==> config.mk <==
export PLATFORM = sky130hd
export DESIGN_NAME = mac_psum_accum_quant
export DESIGN_NICKNAME = d
export VERILOG_FILES = /design/src/rtl/mac_pkg.sv /design/src/rtl/psum_adder_tree.sv /design/src/rtl/mac_psum_accum_quant.sv
export SDC_FILE = /design/constraint.sdc
export NUM_CORES = 1
export LEC_CHECK = 0
export ABC_CLOCK_PERIOD_IN_PS = 6400
export BUFFER_PORTS_ARGS = -buffer_cell sky130_fd_sc_hd__buf_2
export CAP_MARGIN = 20
export CORE_UTILIZATION = 55
export DETAILED_ROUTE_END_ITERATION = 6
export PLACE_DENSITY = 0.79
export SYNTH_ARGS = -nofsm -noshare
export SYNTH_HDL_FRONTEND = slang
export SYNTH_HIERARCHICAL = 1
export SYNTH_SLANG_ARGS = --single-unit
export TNS_END_PERCENT = 1
==> constraint.sdc <==
create_clock -name clk -period 6.4 [get_ports clk]
set_input_delay 1.28 -clock clk [delete_from_list [all_inputs] [get_ports clk]]
set_output_delay 1.28 -clock clk [all_outputs]
set_load 0.02 [all_outputs]
==> src/rtl/mac_pkg.sv <==
// Shared constants, types and the output quantiser for the MAC bank back-end stages.
package mac_pkg;

  localparam int NUM_MAC       = 12;
  localparam int PSUM_W        = 20;
  localparam int BIAS_W        = 16;
  localparam int ACC_W         = 32;
  localparam int OUT_W         = 8;
  localparam int GRP_W         = 8;
  localparam int SHIFT_W       = 5;
  localparam int LANES_PER_ADD = 4;
  localparam int NUM_ADD       = NUM_MAC / LANES_PER_ADD;
  localparam int GSUM_W        = PSUM_W + 2;

  typedef logic signed [PSUM_W-1:0] psum_t;
  typedef logic signed [GSUM_W-1:0] gsum_t;
  typedef logic signed [ACC_W-1:0]  acc_t;
  typedef logic signed [OUT_W-1:0]  out_t;

  typedef struct packed {
    logic signed [BIAS_W-1:0] bias;
    logic [GRP_W-1:0]         num_grp;
    logic [SHIFT_W-1:0]       shift;
    logic                     relu;
  } cfg_t;

  typedef enum logic {
    ST_IDLE = 1'b0,
    ST_ACC  = 1'b1
  } state_e;

  localparam logic signed [ACC_W:0] Q_MAX = (ACC_W+1)'(2**(OUT_W-1) - 1);
  localparam logic signed [ACC_W:0] Q_MIN = -(ACC_W+1)'(2**(OUT_W-1));

  // One guard bit above ACC_W keeps the rounding add from wrapping near full scale.
  function automatic out_t quant_sat(input acc_t acc, input logic [SHIFT_W-1:0] shift,
                                     input logic relu);
    logic signed [ACC_W:0] r;
    logic signed [ACC_W:0] rnd;
    r   = {acc[ACC_W-1], acc};
    rnd = '0;
    if (shift != '0) begin
      rnd = (ACC_W+1)'(1) <<< (shift - SHIFT_W'(1));
      r   = (r + rnd) >>> shift;
    end
    if (r > Q_MAX) r = Q_MAX;
    else if (r < Q_MIN) r = Q_MIN;
    if (relu && (r < 0)) r = '0;
    return out_t'(r);
  endfunction

endpackage

==> src/rtl/psum_adder_tree.sv <==
// Reduces NUM_MAC signed lanes: registered groups of four, then a combinational final sum.
module psum_adder_tree
  import mac_pkg::*;
(
  input  logic                      clk,
  input  logic                      rstn,
  input  logic                      vld_i,
  input  logic                      clr_i,
  input  logic [NUM_MAC*PSUM_W-1:0] psum_i,
  output logic                      vld_o,
  output acc_t                      total_o
);

  gsum_t gsum_d  [NUM_ADD];
  gsum_t gsum_p1 [NUM_ADD];
  logic  vld_p1;
  psum_t lane;

  always_comb begin
    lane = '0;
    for (int g = 0; g < NUM_ADD; g++) begin
      gsum_d[g] = '0;
      for (int l = 0; l < LANES_PER_ADD; l++) begin
        lane      = psum_i[(g*LANES_PER_ADD + l)*PSUM_W +: PSUM_W];
        gsum_d[g] = gsum_d[g] + gsum_t'(lane);
      end
    end
  end

  // S1 boundary: group sums registered with their valid
  always_ff @(posedge clk or negedge rstn) begin
    if (!rstn) begin
      vld_p1 <= 1'b0;
      for (int g = 0; g < NUM_ADD; g++) gsum_p1[g] <= '0;
    end else begin
      vld_p1 <= vld_i & ~clr_i;
      if (vld_i) begin
        for (int g = 0; g < NUM_ADD; g++) gsum_p1[g] <= gsum_d[g];
      end
    end
  end

  always_comb begin
    total_o = '0;
    for (int g = 0; g < NUM_ADD; g++) total_o = total_o + acc_t'(gsum_p1[g]);
  end

  assign vld_o = vld_p1;

endmodule

==> src/rtl/mac_psum_accum_quant.sv <==
// Partial-sum reduction, bias add, multi-group accumulation and 8-bit quantisation.
module mac_psum_accum_quant
  import mac_pkg::*;
(
  input  logic                      clk,
  input  logic                      rstn,
  input  logic                      vld_i,
  input  logic [NUM_MAC*PSUM_W-1:0] iPsum,
  input  logic signed [BIAS_W-1:0]  iBias,
  input  logic [GRP_W-1:0]          iNumGrp,
  input  logic [SHIFT_W-1:0]        iShift,
  input  logic                      iRelu,
  input  logic                      iClear,
  output logic signed [OUT_W-1:0]   oOut,
  output logic                      oVld,
  output logic                      oBusy
);

  logic   tree_vld;
  acc_t   total;
  cfg_t   cfg_p1;

  state_e             state_q, state_d;
  logic [GRP_W-1:0]   cnt_q, cnt_d;
  acc_t               acc_q, acc_d;
  logic [GRP_W-1:0]   numgrp_q, numgrp_d;
  logic [SHIFT_W-1:0] shift_q, shift_d;
  logic               relu_q, relu_d;
  logic               done_q, done_d;
  out_t               out_q;
  logic               vld_p3;

  psum_adder_tree u_tree (
    .clk     (clk),
    .rstn    (rstn),
    .vld_i   (vld_i),
    .clr_i   (iClear),
    .psum_i  (iPsum),
    .vld_o   (tree_vld),
    .total_o (total)
  );

  // S1 boundary: config rides alongside each beat so the first beat's copy reaches the FSM
  always_ff @(posedge clk or negedge rstn) begin
    if (!rstn) begin
      cfg_p1 <= '0;
    end else if (vld_i) begin
      cfg_p1 <= '{bias: iBias, num_grp: iNumGrp, shift: iShift, relu: iRelu};
    end
  end

  always_comb begin
    state_d  = state_q;
    cnt_d    = cnt_q;
    acc_d    = acc_q;
    numgrp_d = numgrp_q;
    shift_d  = shift_q;
    relu_d   = relu_q;
    done_d   = 1'b0;
    if (iClear) begin
      state_d = ST_IDLE;
      cnt_d   = '0;
    end else if (tree_vld) begin
      case (state_q)
        ST_IDLE: begin
          acc_d    = acc_t'(cfg_p1.bias) + total;
          cnt_d    = GRP_W'(1);
          numgrp_d = cfg_p1.num_grp;
          shift_d  = cfg_p1.shift;
          relu_d   = cfg_p1.relu;
          if (cfg_p1.num_grp <= GRP_W'(1)) done_d  = 1'b1;
          else                             state_d = ST_ACC;
        end
        ST_ACC: begin
          acc_d = acc_q + total;
          cnt_d = cnt_q + GRP_W'(1);
          if (cnt_d >= numgrp_q) begin
            done_d  = 1'b1;
            state_d = ST_IDLE;
          end
        end
        default: state_d = ST_IDLE;
      endcase
    end
  end

  // S2 boundary: accumulator, beat count and the pixel's latched config
  always_ff @(posedge clk or negedge rstn) begin
    if (!rstn) begin
      state_q  <= ST_IDLE;
      cnt_q    <= '0;
      acc_q    <= '0;
      numgrp_q <= '0;
      shift_q  <= '0;
      relu_q   <= 1'b0;
      done_q   <= 1'b0;
    end else begin
      state_q  <= state_d;
      cnt_q    <= cnt_d;
      acc_q    <= acc_d;
      numgrp_q <= numgrp_d;
      shift_q  <= shift_d;
      relu_q   <= relu_d;
      done_q   <= done_d;
    end
  end

  // S3 boundary: quantised pixel
  always_ff @(posedge clk or negedge rstn) begin
    if (!rstn) begin
      out_q  <= '0;
      vld_p3 <= 1'b0;
    end else begin
      vld_p3 <= done_q & ~iClear;
      if (done_q && !iClear) out_q <= quant_sat(acc_q, shift_q, relu_q);
    end
  end

  assign oOut  = out_q;
  assign oVld  = vld_p3;
  assign oBusy = (state_q == ST_ACC) | tree_vld | done_q;

endmodule
==> reports/summary.log <==
[cts] Root Driver sky130_fd_sc_hd__clkbuf_16
[die] number of top-level pins 284
[cts] count of H-tree levels built during CTS 4
[global_route] total routing usage reported by global routing 0.425
[cts] clock tree buffer depth 2
[cts] Clock Sinks 162
[place] DP Wirelength 69600 µm
[route] DRT antenna net count 0
[critical_path] critical path launch point shift_q[4]
[route] total iterations of the first detailed-routing run 6
[yosys] count of unique library cells instantiated by Yosys 98
[cts] clock-pin slew reported for the worst setup and hold paths after clock tree synthesis 70 ps
[sta] Fin Setup TNS 0 ps
[critical_path] arrival time at the worst endpoint 6620 ps
[layout] end-of-flow core utilization 0.700
[yosys] sequential-to-total area share from yosys stat 0.184
[yosys] number of synthesized register bits 162
[critical_path] required arrival time at the worst endpoint 6770 ps
[critical_path] library cell contributing the largest single delay on the critical path sky130_fd_sc_hd__or4b_4
[sta] worst slew margin relative to its limit 0.282
[yosys] per-instance average area after synthesis 8.05 µm²
[layout] total number of nets in the final design 3883
[layout] Area Growth Syn to Fin 24.2%
[yosys] number of enable flip-flop cells after synthesis 0
[min_path] start point of the worst hold path cfg_p1[6]
[critical_path] kind of end point of the critical path flip-flop
[die] core region area 39100 µm²
[die] vertical die dimension 202 µm
[global_route] number of antenna violations at the first check in global routing 1
[cts] total CTS buffers 17
[global_route] largest net degree at the start of global routing 92
[yosys] synthesized netlist cell count 2736
[sta] WHS 506 ps
[flow_run] count of max-cap constraint violations 0
[critical_path] critical path buffer and inverter count 3
[die] area enclosed by the die boundary 40900 µm²
[critical_path] highest fanout seen on the critical path 7
[outcome] run status finished clean
[critical_path] Critical Path Max Stage Delay 610 ps
[die] width of the die 202 µm
[global_route] vias in the first global route 24.4k
[sta] fmax 0.160 GHz
[place] buffers added on ports 283
[route] final wirelength 86600 µm
[layout] proportion of layout cells with a drive suffix above 1 0.261
[global_route] wire length of the first global-routing pass 134000 µm
[critical_path] reg-to-reg critical path startpoint shift_q[4]
[sta] worst clock skew on the final layout 16.7 ps
[global_route] final global-route overflow total 0
[critical_path] cell class contributing the biggest share of worst-path delay simple AND/OR/NAND/NOR gates
[yosys] prevailing post-synth register cell sky130_fd_sc_hd__dfrtp_1
[min_path] classification of the worst-slack hold path reg2reg
[sta] actual slew at the worst max-slew pin 1080 ps
[critical_path] kind of critical path reg2reg
[route] detailed-route DRC error count 0
[die] starting density of the core 0.564
[sta] crit share post-route 0.977
[yosys] share of async-settable or async-resettable flops after synthesis 1.00
[sta] final number of hold-violating endpoints 0
[route] Initial DRC Count 2376
[cts] later-pin clock latency in the skew report 470 ps
[cts] number of hold buffers added after cts 0
[route] routed via count 23.8k
[yosys] Net Count, Synth 3316
[sta] endpoints failing setup 0
[route] WL per Instance 22.6 µm
[cts] CTS tree yes
[yosys] Ys Warns 6
[place] final weighted congestion in routability-driven placement 1.05
[sta] count of final max-slew check failures 0
[die] count of standard-cell rows 72
[critical_path] kind of start point of the critical path flip-flop
[route] number of vias per cell after detailed routing 6.21
[yosys] Post-Syn Area 22000 µm²
[sta] Min Clock Period, post-route 6250 ps
-- flip-flops by register name (all words and copies together), names as in the netlist, 5 cells and up --
register / cells
oOut: 8
numgrp_q: 8
acc_q: 32
shift_q: 5
cnt_q: 8
u_tree/gsum_p1: 66
cfg_p1: 30
-- worst register-to-register path: cells and delay by family (launching register included) --
kind / cells / cell delay (ps)
buf+inv: 3 / 460
fa+ha+maj: 2 / 600
flops: 1 / 450
compound gates: 9 / 1600
simple gates: 12 / 2880
xor+xnor: 1 / 150
-- kinds of logic after synthesis --
| kind of cell | count (synthesis) | synth area share |
|---|---|---|
| multiplexers | 114 | 0.0593 |
| adder cells (fa/ha/maj) | 306 | 0.224 |
| XOR/XNOR | 115 | 0.0457 |
| AO/OA/AOI/OAI | 773 | 0.238 |
| buffers and inverters | 507 | 0.0891 |
| AND/OR/NAND/NOR | 759 | 0.160 |
| flip-flops | 162 | 0.184 |
-- metal layers --
metal	routed length, µm	vias up	track usage
met3	6820	335	0.0727
met4	6240	0	0.270
met1	32200	11400	0.494
li1	-	10700	-
met5	0	-	0
met2	41400	1333	0.727
-- cells in the mapped netlist, drive strengths merged, types with 21 or more instances --
master | instances | area [µm²]
dfrtp | 162 | 4050
inv | 392 | 1470
nand2 | 282 | 1060
a21o | 57 | 428
xnor2 | 66 | 578
o211ai | 43 | 328
clkbuf | 74 | 280
a211oi | 58 | 440
nand2b | 24 | 150
buf | 38 | 200
o21a | 29 | 218
and3 | 28 | 175
nor2 | 187 | 704
mux2 | 90 | 1020
ha | 158 | 1980
nand3 | 65 | 325
a21oi | 162 | 845
o21ai | 179 | 911
xor2 | 49 | 429
nor3 | 61 | 305
fa | 148 | 2960
o31ai | 21 | 158
-- metrics by stage --
stage               setup WS, ps  cell area (µm²)  cells
global placement           -82.6            26400   3793
floorplan                   86.4            22000   2736
detailed placement          -183            26400   3793
CTS                         2.36            27100   3827
global route                -144            27400   3834
finish                       149            27400   3835
-- what timing repair did --
action / in CTS / in global routing
resized for setup: 7 / 53
pin swaps: 2 / 17
endpoints found under the setup margin: 4 / 8
buffers inserted: 2 / 7
-- layout by cell type, fill, tap and decap left out, types with 19 or more instances in the layout --
cell / netlist / layout
sky130_fd_sc_hd__o21ai_0: 170 / 165
sky130_fd_sc_hd__fa_1: 148 / 148
sky130_fd_sc_hd__nand4_1: 20 / 20
sky130_fd_sc_hd__buf_4: 8 / 374
sky130_fd_sc_hd__and3_1: 28 / 28
sky130_fd_sc_hd__mux2i_1: 20 / 19
sky130_fd_sc_hd__nand2b_1: 24 / 24
sky130_fd_sc_hd__xor2_1: 49 / 49
sky130_fd_sc_hd__nand3_1: 65 / 65
sky130_fd_sc_hd__o21a_1: 29 / 29
sky130_fd_sc_hd__nor2_1: 186 / 182
sky130_fd_sc_hd__xnor2_1: 66 / 63
sky130_fd_sc_hd__o31ai_1: 21 / 21
sky130_fd_sc_hd__a21o_1: 57 / 57
sky130_fd_sc_hd__inv_1: 391 / 390
sky130_fd_sc_hd__nand2_1: 282 / 280
sky130_fd_sc_hd__a31oi_1: 19 / 19
sky130_fd_sc_hd__nor3_1: 61 / 60
sky130_fd_sc_hd__a211oi_1: 57 / 53
sky130_fd_sc_hd__buf_2: 10 / 281
sky130_fd_sc_hd__mux2_2: 89 / 89
sky130_fd_sc_hd__dfrtp_1: 162 / 161
sky130_fd_sc_hd__o211ai_1: 42 / 42
sky130_fd_sc_hd__ha_1: 158 / 154
sky130_fd_sc_hd__a21oi_1: 157 / 149
-- final timing paths --
check,endpoint,slack (ps),depth (start not counted)
max,oOut[5],150,27
min,cfg_p1[6],510,1
max reg2reg,oOut[5],150,27
min reg2reg,cfg_p1[6],510,1
max in group asynchronous,acc_q[14],4220,2
min in group asynchronous,relu_q,890,1
-- area by class of cell --
cell class | instances | area [µm²]
Clock inverter | 11 | 128
Timing Repair Buffer | 660 | 4310
Antenna cell | 1 | 2.50
Tap cell | 518 | 648
Sequential cell | 162 | 4060
Clock buffer | 21 | 480
Multi-Input combinational cell | 2067 | 16300
Fill cell | 2930 | 11700
Inverter | 395 | 1480
Power is not shown: default switching activity piles up to over one toggle a cycle in this logic, so the estimate is an artifact.
